## config.mk

```make
export PLATFORM = sky130hd
export DESIGN_NAME = vga_timing_generator
export DESIGN_NICKNAME = d
export VERILOG_FILES = /design/src/rtl/vga_timing_generator.sv
export SDC_FILE = /design/constraint.sdc
export NUM_CORES = 1
export LEC_CHECK = 0
export CAP_MARGIN = 20
export CORE_MARGIN = 2
export CORE_UTILIZATION = 25
export DETAILED_ROUTE_END_ITERATION = 10
export PLACE_DENSITY = 0.56
export SLEW_MARGIN = 0
export SYNTH_ARGS = -nofsm -noshare
export SYNTH_HDL_FRONTEND = slang
export SYNTH_SLANG_ARGS = --single-unit
```

## constraint.sdc

```tcl
create_clock -name CLOCK_25 -period 2.6 [get_ports CLOCK_25]
set_clock_uncertainty 0.1 [all_clocks]
set_input_delay 0.52 -clock CLOCK_25 [delete_from_list [all_inputs] [get_ports CLOCK_25]]
set_output_delay 0.52 -clock CLOCK_25 [all_outputs]
set_load 0.01 [all_outputs]
```

## src/rtl/vga_timing_generator.sv

```systemverilog
// 640x480@60 raster timing, sync generation and blanked RGB output stage.
// Optional colour-bar generator enabled by defining VGA_TEST_PATTERN_EN.
module vga_timing_generator #(
  parameter int   H_ACTIVE = 640,
  parameter int   H_FP     = 16,
  parameter int   H_SYNC   = 96,
  parameter int   H_BP     = 48,
  parameter int   V_ACTIVE = 480,
  parameter int   V_FP     = 10,
  parameter int   V_SYNC   = 2,
  parameter int   V_BP     = 33,
  parameter logic SYNC_POL = 1'b0
) (
  input  logic        CLOCK_25,
  input  logic        RESET,
  input  logic [2:0]  color,
  input  logic        test_mode,
  output logic [11:0] x,
  output logic [11:0] y,
  output logic        video_on,
  output logic        frame_start,
  output logic        VGA_HS,
  output logic        VGA_VS,
  output logic [3:0]  VGA_R,
  output logic [3:0]  VGA_G,
  output logic [3:0]  VGA_B
);

  localparam int H_TOTAL = H_ACTIVE + H_FP + H_SYNC + H_BP;
  localparam int V_TOTAL = V_ACTIVE + V_FP + V_SYNC + V_BP;

  localparam logic [11:0] H_LAST = 12'(H_TOTAL - 1);
  localparam logic [11:0] V_LAST = 12'(V_TOTAL - 1);
  localparam logic [11:0] H_ACT  = 12'(H_ACTIVE);
  localparam logic [11:0] V_ACT  = 12'(V_ACTIVE);
  localparam logic [11:0] HS_BEG = 12'(H_ACTIVE + H_FP);
  localparam logic [11:0] HS_END = 12'(H_ACTIVE + H_FP + H_SYNC);
  localparam logic [11:0] VS_BEG = 12'(V_ACTIVE + V_FP);
  localparam logic [11:0] VS_END = 12'(V_ACTIVE + V_FP + V_SYNC);

  logic       run;
  logic       x_last;
  logic       y_last;
  logic       active;
  logic       hs_raw;
  logic       vs_raw;
  logic       fs_raw;
  logic [2:0] pix;

  // Idle one edge after reset so (0,0) is held and frame_start
  // lands on the second edge, keeping all outputs aligned.
  always_ff @(posedge CLOCK_25 or posedge RESET) begin
    if (RESET) run <= 1'b0;
    else       run <= 1'b1;
  end

  assign x_last = (x == H_LAST);
  assign y_last = (y == V_LAST);

  always_ff @(posedge CLOCK_25 or posedge RESET) begin
    if (RESET) begin
      x <= 12'd0;
      y <= 12'd0;
    end else if (run) begin
      if (x_last) begin
        x <= 12'd0;
        y <= y_last ? 12'd0 : y + 12'd1;
      end else begin
        x <= x + 12'd1;
      end
    end
  end

  assign active = (x < H_ACT) && (y < V_ACT);
  assign hs_raw = (x >= HS_BEG) && (x < HS_END);
  assign vs_raw = (y >= VS_BEG) && (y < VS_END);
  assign fs_raw = (x == 12'd0) && (y == 12'd0);

`ifdef VGA_TEST_PATTERN_EN
  localparam int          BAR_W    = H_ACTIVE / 8;
  localparam logic [6:0]  SUB_LAST = 7'(BAR_W - 1);

  logic [2:0] bar;
  logic [6:0] sub;

  always_ff @(posedge CLOCK_25 or posedge RESET) begin
    if (RESET) begin
      bar <= 3'd0;
      sub <= 7'd0;
    end else if (run) begin
      if (x_last) begin
        bar <= 3'd0;
        sub <= 7'd0;
      end else if (x < H_ACT) begin
        if (sub == SUB_LAST) begin
          sub <= 7'd0;
          bar <= bar + 3'd1;
        end else begin
          sub <= sub + 7'd1;
        end
      end
    end
  end

  assign pix = test_mode ? bar : color;
`else
  logic unused_test_mode;

  assign unused_test_mode = test_mode;
  assign pix = color;
`endif

  always_ff @(posedge CLOCK_25 or posedge RESET) begin
    if (RESET) begin
      VGA_HS      <= ~SYNC_POL;
      VGA_VS      <= ~SYNC_POL;
      video_on    <= 1'b0;
      frame_start <= 1'b0;
      VGA_R       <= 4'h0;
      VGA_G       <= 4'h0;
      VGA_B       <= 4'h0;
    end else if (run) begin
      VGA_HS      <= hs_raw ? SYNC_POL : ~SYNC_POL;
      VGA_VS      <= vs_raw ? SYNC_POL : ~SYNC_POL;
      video_on    <= active;
      frame_start <= fs_raw;
      VGA_R       <= active ? {4{pix[2]}} : 4'h0;
      VGA_G       <= active ? {4{pix[1]}} : 4'h0;
      VGA_B       <= active ? {4{pix[0]}} : 4'h0;
    end
  end

endmodule
```

==> qor.yml <==
sta:
  maxSlewViolCount: 0
  fmax_mhz: 426.4
  worst_slew_pin_slew_ns: 0.7455
  relSlewSlack_pct: 49.84
  hold_viol: 0
  final.min_clock_period_ns: 2.345
  rsz0062_at_grt: "no"
  period_share_pct: 90.20
  fin_tns_setup_ns: 0
  final-setup-viol-count: 0
  timing.hold.ws_ns: 0.3983
place:
  dp_hpwl_um: 2905
  placed_cell_area_um2: 2163
  routabilityCongestion: 0.7657
  port_buffers: 44
synth:
  syn_avg_cell_area_um2: 10.05
  synth-seq-cells: 32
  synth_fa_ha_area_share_pct: 2.928
  syn_area_um2: 1709
  yosysUniqueCellTypes: 42
  synth-simple-area-share_pct: 24.30
  synth_nets: 180
  synth.top_cell.area_share_pct: 43.92
  ys_seq_area_share_pct: 47.00
  synth_compound_area_share_pct: 7.174
  synth_cells: 170
  synth_top_family_by_area: "simple AND/OR/NAND/NOR gates"
  synthMuxAreaShare_pct: 0.5857
  netlist_top_cells_area: "dfrtp_1 44%, nand3_1 5.3%, xnor2_1 5.1%"
  synth_largest_area_cell: "dfrtp_1"
  yosys_warnings: 0
  synth_xor_area_share_pct: 8.126
floorplan:
  num_rows: 30
  die_x_um: 86.69
  die_h_um: 86.69
  core_area_um2: 6719
  dieArea_um2: 7514
  initial_utilization_pct: 25.44
  ioPinCount: 46
power:
  vdd_drop_max_uv: 176.1
  pwr_density_cell_nw_per_um2: 574.8
  cellLeakagePower_nw: 0.9451
final_layout:
  nets: 221
  diodes: 0
  nFillCells: 675
  layout-drive-gt1-share_pct: 9.434
  finalInstanceArea_um2: 2256
  syn_to_final_growth_pct: 31.99
route:
  wl_per_cell_um: 13.86
  ant_nets: 0
  drcViolationCount: 0
  routed_wl_um: 4046
  vias: 1404
  firstDrtPassIters: 4
  vias_per_cell: 4.808
  drt_iter0_markers: 45
grt:
  grtUsageTotal_pct: 11.40
  antenna_found_initial: 0
  overflow: 0
  grt_max_degree: 33
  grt_pass1_wl_um: 6679
  grt_pass1_vias: 1329
clocking:
  cts-resized-gates: 0
  clk_latency_ns: 0.28
  cts_buffer_depth: 2
  clk_pin_slew_ns: 0.07
  clock-sinks: 32
  cts_setup_buffers: 0
  cts_tree: "built"
  cts_buffers: 5
  clock-root-buffer: "clkbuf_8"
  htree_num_levels: 2
  ctsHoldBuffers: 0
critical_path:
  cp_max_fo: 7
  start_kind: "flip-flop"
  critical_path_class: "flip-flop to flip-flop"
  worst_ep_arrival_time_ns: 2.42
  r2r_slack_ns: 0.25
  ff2ff_path_depth: 4
  worst_setup_path_end_kind: "flip-flop"
  cp.required_ns: 2.67
worst_hold_path:
  whs_path_depth: 1
  min_path_type: "flip-flop to flip-flop"
status:
  status: "complete, no violations"
job:
  cap_violations: 0
## path summary, 6_finish.rpt
check                           startpoint        to
worst max-delay path                  x[5]      y[8]
min in group asynchronous            RESET      y[8]
max in group asynchronous            RESET    VGA_HS
worst max register to register        x[5]      y[8]
worst min-delay path              video_on  video_on
worst min register to register    video_on  video_on
## cells in the mapped netlist, drive strengths merged
library cell,number
dfrtp,30
nand3,18
nand2,11
xnor2,11
buf,9
inv,9
nand4,9
nor2,8
clkbuf,5
nor3,5
nor4,5
o21ai,5
or3,5
ha,4
xor2,4
a22o,3
and3,3
a21oi,2
dfstp,2
o211ai,2
or4,2
a21o,1
a31oi,1
and2,1
and4,1
and4b,1
bufbuf,1
clkdlybuf4s50,1
conb,1
mux2i,1
nand2b,1
nor2b,1
nor3b,1
nor4b,1
nor4bb,1
o22a,1
o22ai,1
o311ai,1
o41ai,1
## stage by stage
| stage | worst slack (ns) | power (mW) | instances | utilization, % |
|---|---|---|---|---|
| CTS | 0.2362 | 1.314 | 292 | 33.58 |
| global placement | 0.2849 | 0.9013 | 284 | 32.20 |
| detailed placement | 0.2641 | 0.9077 | 284 | 32.20 |
| global route | 0.2027 | 1.370 | 292 | 33.58 |
| finish | 0.2549 | 1.297 | 292 | 33.58 |
| floorplan | 0.3115 | 0.8200 | 170 | - |
## cell type report
cell class                      count  area [um^2]  share of cell area [%]
Tap cell                           80        100.1                   4.437
Inverter                            9        33.78                   1.498
Multi-Input combinational cell    113        740.7                   32.83
Clock buffer                        6        82.58                   3.661
Sequential cell                    32        803.3                   35.61
Clock inverter                      2        10.01                  0.4437
Timing Repair Buffer               50        485.5                   21.52
## worst max-delay path, stage by stage (launching register included)
cell and delay (ns):
dfrtp_1 0.45, or4_4 0.58, or4_4 0.57, or3_4 0.40, xnor2_2 0.13
## cells in the final DEF (no fill, tap or decap), types with 3 or more instances in the layout
cell and n:
clkdlybuf4s50_1 44, nand3_1 18, nor3_1 5, clkbuf_8 6, xor2_1 4, nand4_1 9
nor2_1 8, ha_1 4, or3_1 4, dfrtp_1 30, nor4_1 5, xnor2_1 10
a22o_1 3, inv_1 9, and3_1 3, o21ai_0 5, nand2_1 11, buf_4 6
## where the power goes
part / internal, mW / leakage, nW / switching (mW) / total [mW]
clock: 0.211 / 0.0510 / 0.193 / 0.404
combinational: 0.153 / 0.475 / 0.113 / 0.267
sequential: 0.544 / 0.419 / 0.0825 / 0.626
## layer usage
layer	global-route usage, %	part of all wire (%)
met1	15.91	50
met2	17.20	45
met3	2.571	3.5
met4	4.261	1.2
met5	0	0
## registers in the layout (all words and copies together) (netlist names)
name and count:
VGA_HS 1, frame_start 1, VGA_R 1, y 12, x 12, run 1
VGA_VS 1, VGA_G 1, VGA_B 1, video_on 1
## kinds of logic after synthesis
kind of cell,count (synthesis)
muxes,1
buffers and inverters,25
other,1
adders and majority gates,4
and+or+nand+nor,74
xor gates and xnor gates,15
DFF,32
AOI/OAI and AO/OA,18
Power figures use the tool's default switching activity.
